**config.mk**
```make
export PLATFORM = sky130hd
export DESIGN_NAME = addsub_arbiter
export DESIGN_NICKNAME = d
export VERILOG_FILES = /design/src/rtl/addsub_arbiter.sv
export SDC_FILE = /design/constraint.sdc
export NUM_CORES = 1
export LEC_CHECK = 0
export CORE_UTILIZATION = 35
export CTS_BUF_LIST = sky130_fd_sc_hd__clkbuf_4
export CTS_CLUSTER_DIAMETER = 200
export DETAILED_ROUTE_END_ITERATION = 7
export SLEW_MARGIN = 25
export SYNTH_ARGS = -nofsm -noshare
export SYNTH_HDL_FRONTEND = slang
export SYNTH_SLANG_ARGS = --single-unit
```
**constraint.sdc**
```tcl
create_clock -name clk -period 5.2 [get_ports clk]
set_input_delay 0.78 -clock clk [delete_from_list [all_inputs] [get_ports clk]]
set_output_delay 0.78 -clock clk [all_outputs]
set_load 0.03 [all_outputs]
```
**src/rtl/addsub_arbiter.sv**
```systemverilog
// Two-requester arbiter around a shared 16-bit saturating add/subtract unit.
// Optional `ADDSUB_ARB_RR_EN selects round-robin tie-breaking (fixed priority otherwise).

module cla_16bit (
  input  logic [15:0] a,
  input  logic [15:0] b,
  input  logic        cin,
  output logic [15:0] Sat_Sum,
  output logic        Ovfl
);
  logic [15:0] bx;
  logic [15:0] g;
  logic [15:0] p;
  logic [15:0] sum;
  logic [16:0] c;
  logic [3:0]  grp_g;
  logic [3:0]  grp_p;
  logic [4:0]  grp_c;

  // cin doubles as the subtract select: A - B = A + ~B + 1
  assign bx = b ^ {16{cin}};
  assign g  = a & bx;
  assign p  = a ^ bx;

  for (genvar j = 0; j < 4; j++) begin : g_grp
    assign grp_g[j] = g[4*j+3]
                    | (p[4*j+3] & g[4*j+2])
                    | (p[4*j+3] & p[4*j+2] & g[4*j+1])
                    | (p[4*j+3] & p[4*j+2] & p[4*j+1] & g[4*j]);
    assign grp_p[j] = &p[4*j +: 4];
  end

  assign grp_c[0] = cin;
  assign grp_c[1] = grp_g[0] | (grp_p[0] & cin);
  assign grp_c[2] = grp_g[1] | (grp_p[1] & grp_g[0]) | (grp_p[1] & grp_p[0] & cin);
  assign grp_c[3] = grp_g[2] | (grp_p[2] & grp_g[1]) | (grp_p[2] & grp_p[1] & grp_g[0])
                  | (grp_p[2] & grp_p[1] & grp_p[0] & cin);
  assign grp_c[4] = grp_g[3] | (grp_p[3] & grp_g[2]) | (grp_p[3] & grp_p[2] & grp_g[1])
                  | (grp_p[3] & grp_p[2] & grp_p[1] & grp_g[0])
                  | (grp_p[3] & grp_p[2] & grp_p[1] & grp_p[0] & cin);

  for (genvar j = 0; j < 4; j++) begin : g_bitc
    assign c[4*j] = grp_c[j];
    for (genvar i = 0; i < 3; i++) begin : g_in
      assign c[4*j+i+1] = g[4*j+i] | (p[4*j+i] & c[4*j+i]);
    end
  end
  assign c[16] = grp_c[4];

  assign sum  = p ^ c[15:0];
  assign Ovfl = c[16] ^ c[15];
  // On overflow the true result has the sign of A in both add and subtract
  assign Sat_Sum = Ovfl ? (a[15] ? 16'h8000 : 16'h7FFF) : sum;
endmodule

module addsub_arbiter #(
  parameter int WIDTH = 16
) (
  input  logic             clk,
  input  logic             rst_n,
  input  logic             req0_valid,
  output logic             req0_ready,
  input  logic [WIDTH-1:0] req0_a,
  input  logic [WIDTH-1:0] req0_b,
  input  logic             req0_sub,
  input  logic             req1_valid,
  output logic             req1_ready,
  input  logic [WIDTH-1:0] req1_a,
  input  logic [WIDTH-1:0] req1_b,
  input  logic             req1_sub,
  output logic             rsp_valid,
  input  logic             rsp_ready,
  output logic             rsp_id,
  output logic [WIDTH-1:0] rsp_sum,
  output logic             rsp_ovfl,
  output logic             busy
);
  typedef enum logic [1:0] {IDLE, EXEC, RESP} state_t;

  state_t           state;
  state_t           state_nxt;
  logic             last_grant;
  logic             tie_pick1;
  logic             grant0;
  logic             grant1;
  logic             accept_win;
  logic             hs0;
  logic             hs1;
  logic             hs;
  logic [WIDTH-1:0] op_a;
  logic [WIDTH-1:0] op_b;
  logic             op_sub;
  logic             op_id;
  logic [WIDTH-1:0] cla_sum;
  logic             cla_ovfl;

`ifdef ADDSUB_ARB_RR_EN
  assign tie_pick1 = ~last_grant;
`else
  // Fixed priority: last_grant is still tracked but can never win a tie
  assign tie_pick1 = last_grant & 1'b0;
`endif

  always_comb begin
    grant0 = 1'b0;
    grant1 = 1'b0;
    if (req0_valid && req1_valid) begin
      grant0 = ~tie_pick1;
      grant1 = tie_pick1;
    end else begin
      grant0 = req0_valid;
      grant1 = req1_valid;
    end
  end

  // Gated by rst_n so readies stay low throughout reset, even before state is known
  assign accept_win = rst_n & ((state == IDLE) | ((state == RESP) & rsp_ready));
  assign req0_ready = grant0 & accept_win;
  assign req1_ready = grant1 & accept_win;
  assign hs0        = req0_valid & req0_ready;
  assign hs1        = req1_valid & req1_ready;
  assign hs         = hs0 | hs1;
  assign busy       = (state != IDLE);

  always_comb begin
    state_nxt = state;
    case (state)
      IDLE:    if (hs) state_nxt = EXEC;
      EXEC:    state_nxt = RESP;
      RESP:    if (rsp_ready) state_nxt = hs ? EXEC : IDLE;
      default: state_nxt = IDLE;
    endcase
  end

  always_ff @(posedge clk) begin
    if (!rst_n) begin
      state <= IDLE;
    end else begin
      state <= state_nxt;
    end
  end

  always_ff @(posedge clk) begin
    if (!rst_n) begin
      op_a       <= '0;
      op_b       <= '0;
      op_sub     <= 1'b0;
      op_id      <= 1'b0;
      last_grant <= 1'b1;
    end else if (hs) begin
      op_a       <= hs1 ? req1_a   : req0_a;
      op_b       <= hs1 ? req1_b   : req0_b;
      op_sub     <= hs1 ? req1_sub : req0_sub;
      op_id      <= hs1;
      last_grant <= hs1;
    end
  end

  cla_16bit u_cla (
    .a       (op_a),
    .b       (op_b),
    .cin     (op_sub),
    .Sat_Sum (cla_sum),
    .Ovfl    (cla_ovfl)
  );

  always_ff @(posedge clk) begin
    if (!rst_n) begin
      rsp_valid <= 1'b0;
      rsp_sum   <= '0;
      rsp_ovfl  <= 1'b0;
      rsp_id    <= 1'b0;
    end else if (state == EXEC) begin
      rsp_valid <= 1'b1;
      rsp_sum   <= cla_sum;
      rsp_ovfl  <= cla_ovfl;
      rsp_id    <= op_id;
    end else if ((state == RESP) && rsp_ready) begin
      rsp_valid <= 1'b0;
    end
  end
endmodule

```
; ---- Word-level counts from Yosys, hierarchy flattened
; Index checks and enable logic that the tools add are counted.
[word_totals]
register_bits = 55
n_memories = 0
mem_bits_rw = 0
latch_bits = 0
mem_bits_ro = 0
out_inout_bits = 22
[op_classes]
n_div = 0
order_cmp = 0
multipliers = 0
eq_ne = 4
n_reduce_logical = 10
n_mux = 13
bitwise = 95
addsub = 0
shifts = 0
[op_table]
columns = cell, n
row1 = 16-bit 2-to-1 mux, 4
row2 = 1-bit bitwise AND, 54
row3 = 16-bit bitwise XOR, 3
row4 = 1-bit bitwise OR, 36
row5 = 16-bit bitwise AND, 1
row6 = 4-bit AND reduction, 4
row7 = 1-bit 2-to-1 mux, 6
row8 = 2-bit case mux with 3 select lines, 1
row9 = 2-bit 2-to-1 mux, 2
row10 = 2-bit inequality test (second input constant), 2
row11 = 2-bit nonzero test, 2
row12 = 2-bit by 1-bit == test with 1-bit output (second input constant), 1
row13 = 2-bit == test (second input constant), 1
row14 = 1-bit logical AND, 2
row15 = 2-bit zero test, 1
row16 = 2-bit AND reduction, 1
row17 = 1-bit bitwise XOR, 1

; ---- Logic depth before layout (Yosys ltp)
; Gate-level depths: netlist of the first run.
[logic_depth]
word_depth = 18
mapped_depth = 18
ltp_nobuf = 15

; ---- By module
; Synthesis of the first run repeated with hierarchy kept, for this count alone.
[unflattened]
hier_cells = 349
area_unflattened_um2 = 3488.3
[by_module_without_submodules]
columns = mod, area_each_um2, n_inst, cells_each, seq_area_each_um2
row1 = addsub_arbiter, 2364.8, 1, 219, 1101.1
row2 = cla_16bit, 1123.6, 1, 130, 0.0

; ---- Least setup slack after synthesis of the first run
; No wires, ideal clock.
[synth_timing]
kind = register -> register
from = register op_sub
to = register rsp_sum[10]
setup_time_ns = 0.076
period_less_slack_ns = 4.895
stages_incl_launch_ff = 19
arrival_ns = 4.819
setup_slack_ns = 0.305
n_path_buf = 4
cell_sequence = dfxtp_1 > clkbuf_1 > buf_1 > xor2_1 > ha_1 > nand2_1 > o21ai_0 > a21oi_1 > o21bai_1 > a221oi_1 > o21ba_2 > fa_1 > fa_1 > fa_1 > or3_1 > buf_6 > a211o_4 > buf_6 > a31oi_2
[synth_between]
elab_chain_len = 18
elab_cells_between_ends = 76
[synth_lines]
columns = element, line
row1 = from (decl), 92  ; logic op_sub;
row2 = from (signal assigned), 153  ; op_sub <= hs1 ? req1_sub : req0_sub;
row3 = 16-bit bitwise XOR, 21  ; assign bx = b ^ {16{cin}};
row4 = 16-bit bitwise XOR / 16-bit bitwise AND (equally long branches), "23, 22"
row5 = 1-bit bitwise AND (on tied branches), "27, 28, 29"
row6 = 1-bit bitwise OR (tied with other cells), 27  ; | (p[4*j+3] & g[4*j+2])
row7 = 1-bit bitwise OR / 1-bit bitwise AND (equally long branches), "28, 29"
row8 = 1-bit bitwise OR, 29  ; | (p[4*j+3] & p[4*j+2] & p[4*j+1] & g[4*j]);
row9 = 1-bit bitwise AND, 36  ; assign grp_c[3] = grp_g[2] | (grp_p[2] & grp_g[1]) | (grp_p[2] & grp_p[1] & grp_g[0])
row10 = 1-bit bitwise OR (2 in a row), 36
row11 = 1-bit bitwise OR, 37  ; | (grp_p[2] & grp_p[1] & grp_p[0] & cin);
row12 = 1-bit bitwise AND, 45  ; assign c[4*j+i+1] = g[4*j+i] | (p[4*j+i] & c[4*j+i]);
row13 = 1-bit bitwise OR, 45
row14 = 1-bit bitwise AND, 45
row15 = 1-bit bitwise OR, 45
row16 = 1-bit bitwise AND, 45
row17 = 1-bit bitwise OR, 45
row18 = 1-bit bitwise XOR, 51  ; assign Ovfl = c[16] ^ c[15];
row19 = 16-bit 2-to-1 mux *, 53  ; assign Sat_Sum = Ovfl ? (a[15] ? 16'h8000 : 16'h7FFF) : sum;
row20 = to (signal assigned), 175  ; rsp_sum <= cla_sum;
row21 = to (decl), 74  ; output logic [WIDTH-1:0] rsp_sum,
; Mark *: on every way between the ends. The rest lies on a longest branch, timed or not.
; A chain may end at the register's enable or synchronous reset.

; ---- Worst setup path after layout of the first run
[layout_timing]
from = register op_sub
to = register rsp_sum[14]
; Same word-level chain as after synthesis.

==> out/results.tsv, run 1 <==
metric	value	unit
status	finished clean	
Max stage delay cell, worst path	or3_1	
final core utilization	47.2	%
share of layout cells above drive strength 1	6.61	%
Post CTS Setup Buffer Count	0	
number of flops mapped to enable cells by yosys	0	
total grt overflow	0	
post-synthesis adder-cell area fraction	12.7	%
Hold Crit Start	rsp_id	
FF-to-FF setup slack	570	ps
initial core utilization	36.0	%
Syn Area/Cell	9.16	sq um
initial drt markers	81	
initial antenna violation count	0	
DIE WIDTH	99.2	um
Max Slew Vio Count	0	
worst hold margin	465	ps
clk slew on worst S/H paths	150	ps
most common library cells after synthesis	dfxtp_1, nor2_1, a211oi_1, mux2i_1, inv_1	
Hold-fix buffers, CTS	0	
drt pass-1 iters	6	
CTS Root Cell	clkbuf_4	
drt via density	4.93	
DRC	0	
I/O pins	93	
post-synthesis xor/xnor area fraction	5.30	%
P_leak	1.63	nW
Hold Crit Depth	2	
R2R depth	12	
worst path cell trace	buf_4 > xor2_1 > ha_1 > and3_1 > a221oi_1 > o21ba_2 > fa_1 > fa_1 > fa_1 > or3_1 > a211o_4 > a31oi_1	
Setup TNS	0	ps
Power Density	252	nW/um^2
clk_lat worst skew	370	ps
pin count of the biggest net entering global routing	54	
delay of the slowest critical-path stage	630	ps
filler cell count	927	
Total GRT Usage	14.4	%
setup violation total in the final timing report	0	
vias	2714	
sequential share of the synthesized area	33.3	%
critical path arrival	4910	ps
Max FO, Critical Path	18	
CTS buffer count	5	
FMAX	0.216	GHz
post-synth top area share	33.3	%
antenna diode count	0	
Area growth, synth to finish	31.3	%
Tcrit/Tclk final	89.1	%
Tightest Pin Transition	1020	ps
number of global-route vias before repair	2579	
CP Class	reg -> reg	
final hold vios	0	
hold endpoint	rsp_id	
core footprint	9200	sq um
H-tree levels	2	
clock sink count	55	
RD Place Congestion	0.793	
Placed Area	4280	sq um
WL per Instance	12.6	um
placed cell count	542	
synth warn	0	
crit path capture type	flip-flop	
unrepaired setup endpoints after global routing	false	
max-cap viol count	0	
mux contribution to synthesized area	10.3	%
aggregate routed wire length	6960	um
Rel. slew slack	31.7	%
top-count cell post-synth	dfxtp_1	
hpwl dp	5500	um
Die H	99.2	um
reg2reg start	op_sub	
Synth cell types	42	
Post-Layout Cell Count	550	
cells after synthesis	361	
dominant synthesized flop cell	dfxtp_1	
syn nets	459	
CP Launch Type	flip-flop	
worst vdd ir	98.0	uV
skew final	6.67	ps
fin nets	536	
main combinational cell family by area after synthesis	compound AO/OA/AOI/OAI gates	
Die ar.	9840	sq um
IO Port Bufs	92	
async set-reset flop share out of synthesis	0	%
ANT nets after route	0	
Synth Area in Simple Gates	13.3	%
post-CTS sizing	0	
CTS tree	done	
Tmin final	4630	ps
r2r endpoint	rsp_sum[14]	
Seq cells post-synth	55	
Yosys top cell by area	dfxtp_1	
cell area after layout	4340	sq um
number of cell rows	35	
first-pass GRT wire length	11600	um
WP data required	5480	ps
Longest Clk Path Bufs	2	
Mapped Area	3310	sq um
Min-Delay Path Class	reg -> reg	
CP dominant cell by count	fa_1	
top cells by area, synth	dfxtp_1, mux2i_1, a211oi_1	
compound-gate portion of the synthesized area	19.0	%
final cells by class:
type | instances | area, sq um | share of cell area, %
clock inverter | 1 | 5.00 | 0.115
multi-input combinational | 257 | 2000 | 46.2
timing repair buffer | 96 | 951 | 21.9
clock buffer | 7 | 52.6 | 1.21
sequential | 55 | 1100 | 25.4
tap | 111 | 139 | 3.20
inverter | 23 | 87.6 | 2.02
kinds of logic after synthesis:
group,Yosys count
AO/OA/AOI/OAI,80
XOR/XNOR,20
buffers and inverters,49
AND/OR/NAND/NOR,96
adder cells (fa/ha/maj),27
multiplexers,34
flip-flops,55
flip-flops by register name, summed over array words and instances, names as in the netlist:
signal,count
op_a,16
op_b,16
rsp_sum,16
state,2
op_id,1
op_sub,1
rsp_id,1
rsp_ovfl,1
rsp_valid,1
worst max path at each step:
stage	from	to	slack, ps
global route	op_sub	rsp_sum[14]	370
detailed placement	op_sub	rsp_sum[14]	580
CTS	op_sub	rsp_sum[14]	550
floorplan	op_sub	rsp_sum[10]	310
finish	op_sub	rsp_sum[14]	570
global placement	op_sub	rsp_sum[14]	710
power breakdown:
group / internal, mW / total [mW] / switching, mW
Combinational: 0.193 / 0.408 / 0.216
Sequential: 0.466 / 0.498 / 0.0319
Clock: 0.0635 / 0.188 / 0.125
Total: 0.722 / 1.09 / 0.372
per-layer routing:
metal  vias to the layer above  wire (um)  GRT usage [%]
li1                       1433          -              -
met1                      1201       3500           19.6
met2                        76       3040           23.5
met3                         4        360           2.74
met4                         0         56           3.39
met5                         -          0              0
metrics by stage:
stage               total power, mW  worst slack, ps
floorplan                     0.772              305
global placement              0.910              714
detailed placement            0.919              576
CTS                            1.11              551
global route                   1.17              366
finish                         1.09              568
critical path: cells and delay by family (launching register included):
family,cells,cell delay (ps)
AND/OR/NAND/NOR,2,860
flip-flops,1,480
buffers and inverters,1,290
XOR/XNOR,1,100
AO/OA/AOI/OAI,4,1100
adder cells (fa/ha/maj),4,1690
layout by cell type, fill, tap and decap left out, types with 6 or more instances in the layout:
master and instances:
a211oi_1 34, nand3_1 11, fa_1 11, a31oi_2 10, nand2_1 20, clkbuf_4 7, ha_1 16, nor2_1 42
mux2i_1 34, nand4_1 9, xor2_1 20, clkdlybuf4s50_1 92, a31oi_1 6, a21oi_1 11, inv_1 22, dfxtp_1 55
No activity file was read; power rests on OpenSTA's default activity.
==> run 2, diff against run 1 <==
--- a/config.mk
+++ b/config.mk
@@ -5,6 +5,7 @@
 export SDC_FILE = /design/constraint.sdc
 export NUM_CORES = 1
 export LEC_CHECK = 0
+export CORE_MARGIN = 3
 export CORE_UTILIZATION = 35
 export CTS_BUF_LIST = sky130_fd_sc_hd__clkbuf_4
 export CTS_CLUSTER_DIAMETER = 200
==> out/results.tsv, run 2 (synthesis gave the netlist of run 1 again) <==
metric	value	unit	change
status	finished clean		
H-tree levels	2		unchanged
clk slew on worst S/H paths	160	ps	about the same
Top Registers	op_a (16), op_b (16), rsp_sum (16)		
ANT nets after route	0		unchanged
Total GRT Usage	14.1	%	-0.23 points
core footprint	8930	sq um	-2.9%
vias	2689		-0.92%
Area growth, synth to finish	31.2	%	about the same
Setup TNS	0	ps	unchanged
Post CTS Setup Buffer Count	0		unchanged
Tmin final	4670	ps	+43.4 ps
initial drt markers	66		-19%
first-pass GRT wire length	12200	um	+5.0%
Longest Clk Path Bufs	2		unchanged
number of cell rows	34		-2.9%
crit path capture type	flip-flop		
worst hold margin	464	ps	-1.22 ps
skew final	11.0	ps	+4.31 ps
CP Class	reg -> reg		
post-CTS sizing	0		unchanged
CTS Root Cell	clkbuf_4		
setup violation total in the final timing report	0		unchanged
clock sink count	55		unchanged
Rel. slew slack	46.8	%	+15 points
Tcrit/Tclk final	89.9	%	+0.83 points
CTS tree	done		
initial core utilization	37.0	%	+1.1 points
Min-Delay Path Class	reg -> reg		
total power	1.10	mW	+0.33%
share of layout cells above drive strength 1	6.83	%	+0.23 points
drt via density	4.92		-0.38%
DIE WIDTH	103	um	+4.0%
aggregate routed wire length	7300	um	+5.0%
final core utilization	48.6	%	+1.4 points
number of global-route vias before repair	2536		-1.7%
initial antenna violation count	0		unchanged
Die ar.	10700	sq um	+8.2%
FMAX	0.214	GHz	-0.93%
commonest non-fill, non-tap cell in the layout	clkdlybuf4s50_1		
final hold vios	0		unchanged
antenna diode count	0		unchanged
most frequent cells in the layout	clkdlybuf4s50_1, dfxtp_1, nor2_1		
total grt overflow	0		unchanged
unrepaired setup endpoints after global routing	false		
WL per Instance	13.3	um	+5.6%
clk_lat worst skew	380	ps	about the same
RD Place Congestion	0.794		+0.11%
drt pass-1 iters	7		+1
Max FO, Critical Path	18		unchanged
DRC	0		unchanged
Max Slew Vio Count	0		unchanged
Hold-fix buffers, CTS	0		unchanged
critical path arrival	4970	ps	+60 ps
worst vdd ir	110	uV	+13%
CP Launch Type	flip-flop		
pin count of the biggest net entering global routing	54		unchanged
max-cap viol count	0		unchanged
P_leak	1.63	nW	-0.54%
Tightest Pin Transition	796	ps	-229 ps
Power Density	253	nW/um^2	+0.36%
fin nets	536		unchanged
CTS buffer count	5		unchanged
hpwl dp	5720	um	+4.0%
I/O pins	93		unchanged
Die H	103	um	+4.0%
WP data required	5490	ps	about the same
IO Port Bufs	92		unchanged
run 2: worst paths after layout:
path,cells past startpoint,slack (ps),end,from
max reg2reg,14,530,rsp_sum[14],op_sub
min,2,460,rsp_id,rsp_id
min reg2reg,2,460,rsp_id,rsp_id
max,14,530,rsp_sum[14],op_sub
run 2: per-layer routing:
layer	up-vias	global-route usage [%]	share of wire, %
met5	-	0	0
met4	0	2.99	0.60
met3	4	3.15	5.7
met2	75	21.1	41
met1	1167	21.0	52
li1	1443	-	-
run 2: report_power, final:
group          switching [mW]  internal (mW)
logic                   0.217          0.194
clock network           0.137         0.0520
registers              0.0326          0.466
total                   0.387          0.711
run 2: through the flow:
step / worst slack [ps] / cell area, sq um / instances
final: 525 / 4340 / 547
after global routing: 201 / 4340 / 547
after CTS: 506 / 4340 / 547
after detailed placement: 554 / 4280 / 539
after global placement: 649 / 4280 / 539
after floorplan: 305 / 3310 / 361
run 2: cell type report:
cell class                      instances  area (sq um)
Clock buffer                            5          37.5
Clock inverter                          3          20.0
Fill cell                             916          4590
Inverter                               23          87.6
Multi-Input combinational cell        257          2010
Sequential cell                        55          1100
Tap cell                              108           135
Timing Repair Buffer                   96           951
run 2: critical path, stage by stage, from the launching register on:
cell and delay (ps):
dfxtp_1 540, xor2_1 170, ha_1 330, nand2_1 70, o21ai_0 160, a21oi_1 120, o21bai_1 140, a221oi_1 140
o21ba_2 260, fa_1 410, fa_1 430, fa_1 460, or3_1 640, a211o_4 540, a31oi_1 180
==> run 3, diff against run 2 <==
--- a/config.mk
+++ b/config.mk
@@ -9,6 +9,7 @@
 export CORE_UTILIZATION = 35
 export CTS_BUF_LIST = sky130_fd_sc_hd__clkbuf_4
 export CTS_CLUSTER_DIAMETER = 200
+export CTS_CLUSTER_SIZE = 14
 export DETAILED_ROUTE_END_ITERATION = 7
 export SLEW_MARGIN = 25
 export SYNTH_ARGS = -nofsm -noshare
==> results of run 3 <==
The final DEF is identical to that of run 2; final timing and power are the same.
